$ cat src/rtl/bnn_neuron_array.sv
// XNOR-popcount neuron array: broadcast activations, per-neuron weights and thresholds,
// two-stage pipeline with global stall. Define BNN_POPCOUNT_OUT_EN to expose final counts.
module bnn_neuron_array #(
    parameter int PARALLEL_INPUTS = 8,
    parameter int NUM_NEURONS     = 4,
    parameter int COUNT_WIDTH     = 16
) (
    input  logic                               clk,
    input  logic                               rst,
    input  logic                               in_valid,
    output logic                               in_ready,
    input  logic                               in_last,
    input  logic [PARALLEL_INPUTS-1:0]         x,
    input  logic [PARALLEL_INPUTS-1:0]         x_keep,
    input  logic [NUM_NEURONS*PARALLEL_INPUTS-1:0] w,
    input  logic [NUM_NEURONS*COUNT_WIDTH-1:0] threshold,
    output logic                               out_valid,
    input  logic                               out_ready,
    output logic [NUM_NEURONS-1:0]             out_bits,
    output logic [NUM_NEURONS*COUNT_WIDTH-1:0] popcount
);
    localparam int PI  = PARALLEL_INPUTS;
    localparam int N   = NUM_NEURONS;
    localparam int CW  = COUNT_WIDTH;
    localparam int PCW = $clog2(PI + 1);
    localparam int SW  = ((CW > PCW) ? CW : PCW) + 1;
    localparam logic [CW-1:0] MAXV = '1;

    typedef enum logic {IDLE, ACCUM} state_t;

    state_t            state;
    logic              advance;
    logic              accept;
    logic              s1_valid;
    logic              s1_last;
    logic [N*PI-1:0]   s1_m;
    logic [N*CW-1:0]   s1_thr;
    logic [N*PI-1:0]   mask;
    logic [N*CW-1:0]   acc;
    logic [N*CW-1:0]   sum;
    logic [N-1:0]      hit;

    function automatic logic [PCW-1:0] ones(input logic [PI-1:0] v);
        logic [PCW-1:0] c;
        c = '0;
        for (int unsigned i = 0; i < PI; i++) begin
            c = c + PCW'(v[i]);
        end
        return c;
    endfunction

    assign advance  = !out_valid || out_ready;
    assign in_ready = advance;
    assign accept   = in_valid && advance;

    always_comb begin
        mask = '0;
        for (int unsigned n = 0; n < N; n++) begin
            mask[n*PI +: PI] = ~(x ^ w[n*PI +: PI]) & x_keep;
        end
    end

    // Sum is formed one bit wider than the accumulator so saturation can be detected.
    always_comb begin
        logic [SW-1:0] wide;
        wide = '0;
        sum  = '0;
        hit  = '0;
        for (int unsigned n = 0; n < N; n++) begin
            wide = SW'(acc[n*CW +: CW]) + SW'(ones(s1_m[n*PI +: PI]));
            if (wide > SW'(MAXV)) begin
                sum[n*CW +: CW] = MAXV;
            end else begin
                sum[n*CW +: CW] = wide[CW-1:0];
            end
            hit[n] = sum[n*CW +: CW] >= s1_thr[n*CW +: CW];
        end
    end

    always_ff @(posedge clk) begin
        if (rst) begin
            state     <= IDLE;
            s1_valid  <= 1'b0;
            s1_last   <= 1'b0;
            s1_m      <= '0;
            s1_thr    <= '0;
            acc       <= '0;
            out_valid <= 1'b0;
            out_bits  <= '0;
        end else if (advance) begin
            s1_valid <= accept;
            if (accept) begin
                s1_m    <= mask;
                s1_last <= in_last;
                s1_thr  <= threshold;
            end
            out_valid <= s1_valid && s1_last;
            if (s1_valid) begin
                if (s1_last) begin
                    out_bits <= hit;
                    acc      <= '0;
                end else begin
                    acc <= sum;
                end
            end
            case (state)
                IDLE: begin
                    if (accept && !in_last) state <= ACCUM;
                end
                ACCUM: begin
                    if (s1_valid && s1_last) state <= (accept && !in_last) ? ACCUM : IDLE;
                end
                default: state <= IDLE;
            endcase
        end
    end

`ifdef BNN_POPCOUNT_OUT_EN
    logic [N*CW-1:0] pop_r;

    always_ff @(posedge clk) begin
        if (rst) begin
            pop_r <= '0;
        end else if (advance && s1_valid && s1_last) begin
            pop_r <= sum;
        end
    end

    assign popcount = pop_r;
`else
    assign popcount = '0;
`endif

endmodule
$ cat config.mk
export PLATFORM = sky130hd
export DESIGN_NAME = bnn_neuron_array
export DESIGN_NICKNAME = d
export VERILOG_FILES = /design/src/rtl/bnn_neuron_array.sv
export SDC_FILE = /design/constraint.sdc
export NUM_CORES = 1
export LEC_CHECK = 0
export CORE_MARGIN = 5
export CORE_UTILIZATION = 58
export DETAILED_ROUTE_END_ITERATION = 12
export PLACE_DENSITY = 0.88
export SLEW_MARGIN = 30
export SYNTH_ARGS = -nofsm -noshare
export SYNTH_HDL_FRONTEND = slang
export SYNTH_SLANG_ARGS = --single-unit
export TNS_END_PERCENT = 10
$ cat constraint.sdc
create_clock -name clk -period 10.07 [get_ports clk]
set_input_delay 1.007 -clock clk [delete_from_list [all_inputs] [get_ports clk]]
set_output_delay 1.007 -clock clk [all_outputs]
set_load 0.01 [all_outputs]
Word-level counts from Yosys, hierarchy flattened
Index checks and enable logic that the tools add are counted.
Widths: inputs -> output; s select.
{ "totals": {"reg_bits": 167, "in_bits": 117, "word_cells": 71} }
{ "classes": {"add_sub_neg": 32, "order_cmp": 8, "muxes": 5, "bitwise": 12, "reduce_logical": 7} }
{ "ops": {"columns": ["op", "count"], "rows": [
  ["$add 16x4->17", 4],
  ["$gt 17x16->1 const B", 4],
  ["$add 4x1->4", 16],
  ["$ge 16x16->1", 4],
  ["$mux 16", 4],
  ["$mux 64", 1],
  ["$and 8x8->8", 4],
  ["$not 8->8", 4],
  ["$xor 8x8->8", 4],
  ["$add 3x1->4", 4],
  ["$add 2x1->3", 4],
  ["$add 1x1->2", 4],
  ["$reduce_and 2->1", 2],
  ["$reduce_and 3->1", 1],
  ["$logic_and 1x1->1", 2],
  ["$logic_not 1->1", 1],
  ["$logic_or 1x1->1", 1]
]} }

Longest topological paths before layout
Gate-level depths: netlist (run 1).
{ "logic_depth": {"ltp_word": 11, "depth_mapped": 20, "mapped_depth_nobuf": 18} }

Worst setup path before layout (run 1)
Ideal clock, no wire load.
{ "synth_path": {"path_kind": "reg-to-reg", "start": "register s1_m[0]", "end": "register out_bits[0]", "setup_ns": 0.074, "arrival_time_ns": 4.451, "required_time_ns": 9.996, "path_slack_ns": 5.545, "stages_incl_launch_ff": 18, "n_path_buf": 0, "synth_period_minus_slack_ns": 4.525, "path_cell_list": "dfxtp_1 -> fa_1 -> inv_1 -> fa_1 -> fa_1 -> fa_1 -> inv_1 -> fa_1 -> a211oi_2 -> nor4_4 -> nand2_2 -> and2_1 -> ha_1 -> nand2b_1 -> a2111oi_0 -> o31a_1 -> or3_1 -> a31oi_1"} }
{ "synth_via": {"elab_chain_cells": 11} }
{ "synth_lines": {"columns": ["element", "line_no", "text"], "rows": [
  ["start: declaration", "36", "logic [N*PI-1:0] s1_m;"],
  ["start signal: assignment", "93", "s1_m <= mask;"],
  ["$add 1x1->2 (*)", "47", "c = c + PCW'(v[i]);"],
  ["$add 2x1->3 (*)", "47", null],
  ["$add 3x1->4 (*)", "47", null],
  ["$add 4x1->4 (*) (4 in series)", "47", null],
  ["$add 16x4->17 (*)", "70", "wide = SW'(acc[n*CW +: CW]) + SW'(ones(s1_m[n*PI +: PI]));"],
  ["$gt 17x16->1", "71", "if (wide > SW'(MAXV)) begin"],
  ["$mux 16 (*)", "71", null],
  ["$ge 16x16->1 (*)", "76", "hit[n] = sum[n*CW +: CW] >= s1_thr[n*CW +: CW];"],
  ["end signal: assignment", "100", "out_bits <= hit;"],
  ["end: declaration", "19", "output logic [NUM_NEURONS-1:0] out_bits,"]
]} }
Every way passes the cells marked *; elsewhere a longest branch is shown, timed or not.
A chain may end at the register's enable or synchronous reset.

Final worst setup path (run 1)
Ends and elaborated chain as after synthesis.

==> results of run 1 <==
[power breakdown]
part | switching (W) | total [W] | internal [W]
logic | 0.000137 | 0.000256 | 0.000119
clock network | 0.000274 | 0.000708 | 0.000434
registers | 0.0000136 | 0.000699 | 0.000685
total | 0.000425 | 0.00166 | 0.00124
[cells by family after synthesis]
kind of cell    Yosys count  synth area share [%]
fa+ha+maj               108                  13.8
buf+inv                 251                  11.2
flops                   167                  30.7
compound gates          361                  20.6
other cells               1                0.0344
simple gates            435                  18.9
xor+xnor                 51                  4.10
mux                       7                 0.712
[path summary, 6_finish.rpt]
| kind | startpoint | end | cells after the start | slack [ns] |
|---|---|---|---|---|
| max | s1_m[0] | out_bits[0] | 17 | 4.94 |
| min | s1_m[15] | s1_m[15] | 2 | 0.45 |
| max reg2reg | s1_m[0] | out_bits[0] | 17 | 4.94 |
| min reg2reg | s1_m[15] | s1_m[15] | 2 | 0.45 |
[cell type report]
cell class,count,area [um^2]
multi-input cells,1026,6580
fillers,1500,6020
flip-flops and latches,167,3340
repair buffers,129,1270
clock buffers,20,467
inverters,116,435
well taps,234,293
clock inverters,12,174
[cell usage after synthesis, types with 4 or more instances]
master	n	area, um^2
dfxtp_1	167	3340
nand2_1	211	792
inv_1	116	435
o22ai_1	8	50.1
clkbuf_1	39	146
ha_1	88	1100
buf_1	16	60.1
nor3_1	24	120
o2bb2ai_1	4	35.0
a41oi_1	8	70.1
nand3_1	64	320
a22o_1	20	175
a21oi_1	153	766
nand4_1	7	43.8
o21a_1	15	113
o21ai_0	57	285
a21o_1	30	225
mux2_2	6	67.6
fa_1	20	400
a31oi_1	10	62.6
nor2_1	46	173
and4_1	9	78.8
or3_1	7	43.8
buf_4	65	488
and3_1	17	106
buf_2	12	60.1
o211ai_1	7	52.6
and2_1	9	56.3
nand2b_1	9	56.3
a211oi_1	16	120
xor2_1	7	61.3
xnor2_1	44	385
nor4_1	7	43.8
nor2b_1	5	31.3
[metal layers]
| metal | vias to the layer above | global-route usage, % | part of all wire (%) |
|---|---|---|---|
| li1 | 4787 | - | - |
| met1 | 4475 | 29.2 | 41 |
| met2 | 369 | 42.2 | 48 |
| met3 | 57 | 4.75 | 7.7 |
| met4 | 0 | 9.69 | 2.7 |
| met5 | - | 0 | 0 |
[sequential cells by signal, summed over array words and instances, names as in the netlist]
register	cells
acc	64
out_bits	4
out_valid	1
s1_last	1
s1_m	32
s1_thr	64
s1_valid	1
[metrics by stage]
stage | instances | hold WS (ns)
CTS | 1704 | 0.456
global placement | 1672 | 0.440
detailed placement | 1672 | 0.447
finish | 1704 | 0.454
global route | 1704 | 0.466
floorplan | 1444 | 0.432
[worst register-to-register path, cell delays in order (launching register included)]
cell and delay (ns):
dfxtp_1 0.33, fa_1 0.54, inv_1 0.05, fa_1 0.49, fa_1 0.42, fa_1 0.40, inv_1 0.08, fa_1 0.25
a211oi_2 0.16, nor4_4 0.46, nand2_2 0.28, and2_1 0.26, ha_1 0.28, nand2b_1 0.15, a2111oi_0 0.47, o31a_1 0.21
or3_1 0.11, a31oi_1 0.08
==> run_results.csv, run 1 <==
group,metric,value,unit
critical_path,cp_max_fo,15,
critical_path,endpoint_kind,"register",
place,gp_congestion,0.912,
drt,dr.first_iter.drc_count,685,
timing,rsz0062_at_grt,"false",
critical_path,critPathBufInv,2,
timing,fin_crit_sh,51.0,%
drt,drt_pre_antenna_iters,6,
timing,finalSetupTns,0,ns
timing,slew-limit-headroom,37.2,%
clock_tree,cts_max_path_buffers,2,
drt,via_per_inst,5.69,
clock_tree,root_buffer,"clkbuf_16",
cells_and_area,area_delta_synth_final,15.4,%
cells_and_area,num_antenna_cells,0,
cells_and_area,drive_gt1_share,4.49,%
critical_path,cp_slowest_cell,"fa_1",
timing,tightestPinTransition,0.943,ns
clock_tree,numCtsBuffers,17,
drt,ant_nets,0,
cells_and_area,fin_util,67.6,%
clock_tree,cts.reportedPaths.clkPinSlew,0.07,ns
clock_tree,cts_tree,"yes",
logic_synthesis,synth_edf_count,0,
worst_hold_path,min_path_type,"register to register",
critical_path,critPathMaxStageDelay,0.54,ns
timing,fin_ws,4.94,ns
floorplan,core,18600,um^2
timing,period_needed,5.13,ns
drt,wl_per_cell,15.6,um
critical_path,cpLargestDelayFamily,"adder cells",
floorplan,die_h,147,um
floorplan,start_util,58.6,%
power,peakVddDrop,0.000120,V
timing,finalMaxSlewViolations,0,
logic_synthesis,postSynthCellCount,1381,
critical_path,criticalPathCategory,"register to register",
logic_synthesis,avgSynthCellArea,7.89,um^2
clock_tree,post_cts_buffers,0,
floorplan,die_area,21600,um^2
critical_path,crit_chain,"fa_1 -> inv_1 -> fa_1 -> fa_1 -> fa_1 -> inv_1 -> fa_1 -> a211oi_2 -> nor4_4 -> nand2_2 -> and2_1 -> ha_1 -> nand2b_1 -> a2111oi_0 -> o31a_1 -> or3_1 -> a31oi_1",
clock_tree,clock_latency,0.44,ns
clock_tree,h-tree-depth,4,
global_route,overflow,0,
global_route,grtUsageTotal,24.2,%
timing,finClkSkew,0.00990,ns
floorplan,row_count,50,
critical_path,cp.required,10.38,ns
drt,wirelength,26500,um
logic_synthesis,synth.distinct_cells,75,
power,fin_total_pwr,0.00166,W
timing,fmax,195,MHz
drt,route.detailed.drc,0,
global_route,grt_antenna_before_repair,0,
clock_tree,clock_sinks,167,
global_route,grt_max_degree,99,
place,portBuffers,122,
floorplan,io-pin-count,187,
logic_synthesis,synth_seq_cells,167,
power,pwr_density_cell,132,nW/um^2
critical_path,worstPathArrival,5.44,ns
critical_path,startpoint_type,"register",
critical_path,path_common_cell,"fa_1",
clock_tree,cts-resized-gates,0,
logic_synthesis,synth_ff_type,"dfxtp_1",
logic_synthesis,ys.warnings.count,0,
status,outcome,"complete, no violations",
logic_synthesis,ys_seq_area_share,30.7,%
place,hpwlAfterDp,19500,um
timing,finalSetupViolCount,0,
place,post_dp_cell_area,11900,um^2
cells_and_area,mostFrequentLayoutCell,"nand2_1",
place,place_ws,4.96,ns
global_route,grt_pass1_wl,43900,um
job,max_cap_violations,0,
floorplan,dieWidth,147,um
logic_synthesis,async_reset_ff_share,0,%
timing,finalHoldViolCount,0,
drt,num_vias,9688,
cells_and_area,mostFrequentLayoutCells,"210 x nand2_1, 167 x dfxtp_1, 153 x a21oi_1",
clock_tree,cts_hold_buf,0,
global_route,grt_pass1_vias,9434,
cells_and_area,fin_nets,1682,
cells_and_area,design_area,12600,um^2
logic_synthesis,syn-cell-area,10900,um^2
power,p_leak,5.31,nW
Power figures use the tool's default switching activity.
==> inputs of run 2 (changes only) <==
Settings changed: CORE_UTILIZATION 58 to 54, PLACE_DENSITY 0.88 to 0.83.
Clock period 10.07 ns to 4.8 ns, I/O delays scaled along.
==> run 2 against run 1 <==
Sequential power up 110%; first-iteration DRC count down 11%; sequential cell count unchanged; non-clock buffer count up 15; clock power up 95%; fmax up 11%; highest routed layer unchanged.
==> run_results.csv, run 2 (synthesized netlist as in run 1, its figures left out) <==
group,metric,value,unit
cells_and_area,area_delta_synth_final,16.8,%
timing,finClkSkew,0.0114,ns
place,gp_congestion,0.878,
global_route,grt_pass1_wl,44100,um
cells_and_area,largest_registers,"acc (64), s1_thr (64), s1_m (32)",
power,peakVddDrop,0.000258,V
timing,tightestPinTransition,0.965,ns
power,pwr_density_cell,266,nW/um^2
global_route,grt_max_degree,98,
critical_path,worstPathArrival,4.97,ns
drt,via_per_inst,5.52,
timing,fin_crit_sh,96.7,%
timing,finalSetupViolCount,0,
timing,slew-limit-headroom,35.7,%
timing,period_needed,4.64,ns
cells_and_area,drive_gt1_share,5.93,%
critical_path,startpoint_type,"register",
global_route,grt_pass1_vias,9148,
critical_path,endpoint_kind,"register",
worst_hold_path,min_path_type,"register to register",
drt,wirelength,27100,um
power,p_leak,5.37,nW
clock_tree,cts.reportedPaths.clkPinSlew,0.07,ns
floorplan,die_area,23100,um^2
clock_tree,clock_latency,0.45,ns
floorplan,die_h,152,um
status,outcome,"complete, no violations",
timing,finalMaxSlewViolations,0,
clock_tree,cts_hold_buf,0,
cells_and_area,mostFrequentLayoutCells,"210 x nand2_1, 167 x dfxtp_1, 153 x a21oi_1",
timing,fmax,215,MHz
place,hpwlAfterDp,19800,um
clock_tree,h-tree-depth,4,
critical_path,criticalPathCategory,"register to register",
drt,wl_per_cell,15.4,um
global_route,grt_antenna_before_repair,0,
drt,route.detailed.drc,0,
global_route,grtUsageTotal,22.7,%
global_route,overflow,0,
cells_and_area,fillers,1779,
critical_path,cp_max_fo,5,
clock_tree,cts_tree,"yes",
clock_tree,cts_max_path_buffers,2,
place,portBuffers,122,
clock_tree,root_buffer,"clkbuf_16",
place,dp_cells,1722,
drt,drt_pre_antenna_iters,5,
clock_tree,numCtsBuffers,17,
drt,dr.first_iter.drc_count,609,
floorplan,core,20000,um^2
floorplan,io-pin-count,187,
timing,rsz0062_at_grt,"false",
clock_tree,clock_sinks,167,
floorplan,start_util,54.4,%
job,max_cap_violations,0,
critical_path,cp.required,5.13,ns
critical_path,r2r_slack,0.16,ns
floorplan,row_count,52,
cells_and_area,fin_nets,1697,
cells_and_area,num_antenna_cells,0,
drt,num_vias,9684,
drt,ant_nets,0,
critical_path,r2r.worst_path.cells,19,
worst_hold_path,hold_depth,2,
floorplan,dieWidth,152,um
cells_and_area,mostFrequentLayoutCell,"nand2_1",
timing,finalSetupTns,0,ns
cells_and_area,finalNonFillerCells,1755,
timing,finalHoldViolCount,0,
-- run 2: per-layer routing --
layer	routed length, um	part of all wire (%)	vias to the layer above	track usage [%]
met5	0	0	-	0
met4	571	2.1	0	6.72
met3	1650	6.1	53	5.43
met2	12700	47	319	38.0
met1	12200	45	4495	29.1
li1	-	-	4817	-
-- run 2: worst max-delay path, cell delays in order (launching register included) --
cell     delay [ns]
dfxtp_1        0.33
fa_1           0.55
inv_1          0.06
fa_1           0.47
fa_1           0.53
fa_1           0.21
inv_1          0.06
fa_1           0.42
a21o_1         0.22
a21oi_1        0.28
nor3_1         0.09
buf_4          0.16
a21oi_1        0.14
a21oi_1        0.07
ha_1           0.31
a21o_1         0.18
nand2_1        0.07
nand3_1        0.10
a21oi_1        0.19
a21oi_1        0.10
-- run 2: area by class of cell --
class,count,area (um^2),share of cell area [%]
multi-input combinational,1026,6620,52.1
sequential,167,3340,26.3
clock buffer,17,425,3.34
inverter,116,435,3.42
clock inverter,15,160,1.26
timing repair buffer,144,1400,11.0
tap,270,338,2.66
-- run 2: through the flow --
stage / area (um^2) / hold slack, ns / setup WS (ns) / total power, W / utilization (%)
3_5_place_dp: 12100 / 0.447 / 0.119 / 0.00203 / 60.2
5_1_grt: 12700 / 0.474 / 0.00487 / 0.00354 / 63.5
6_report: 12700 / 0.451 / 0.157 / 0.00339 / 63.5
2_1_floorplan: 11100 / 0.432 / 0.275 / 0.00187 / -
3_3_place_gp: 12100 / 0.440 / 0.228 / 0.00201 / 60.2
4_1_cts: 12700 / 0.454 / 0.0818 / 0.00340 / 63.2
-- run 2: path summary, 6_finish.rpt --
kind            endpoint      from
max          out_bits[2]  s1_m[16]
max reg2reg  out_bits[2]  s1_m[16]
min             s1_m[31]  s1_m[31]
min reg2reg     s1_m[31]  s1_m[31]
-- run 2: power by group --
| group | switching (W) | internal [W] | leakage [nW] |
|---|---|---|---|
| Clock | 0.000646 | 0.000735 | 0.281 |
| Combinational | 0.000292 | 0.000250 | 3.73 |
| Sequential | 0.0000288 | 0.00144 | 1.36 |
-- run 2: what timing repair did --
action,4_1_cts,5_1_grt
resized for setup,0,9
buffers inserted,0,0
setup endpoints to repair,0,3
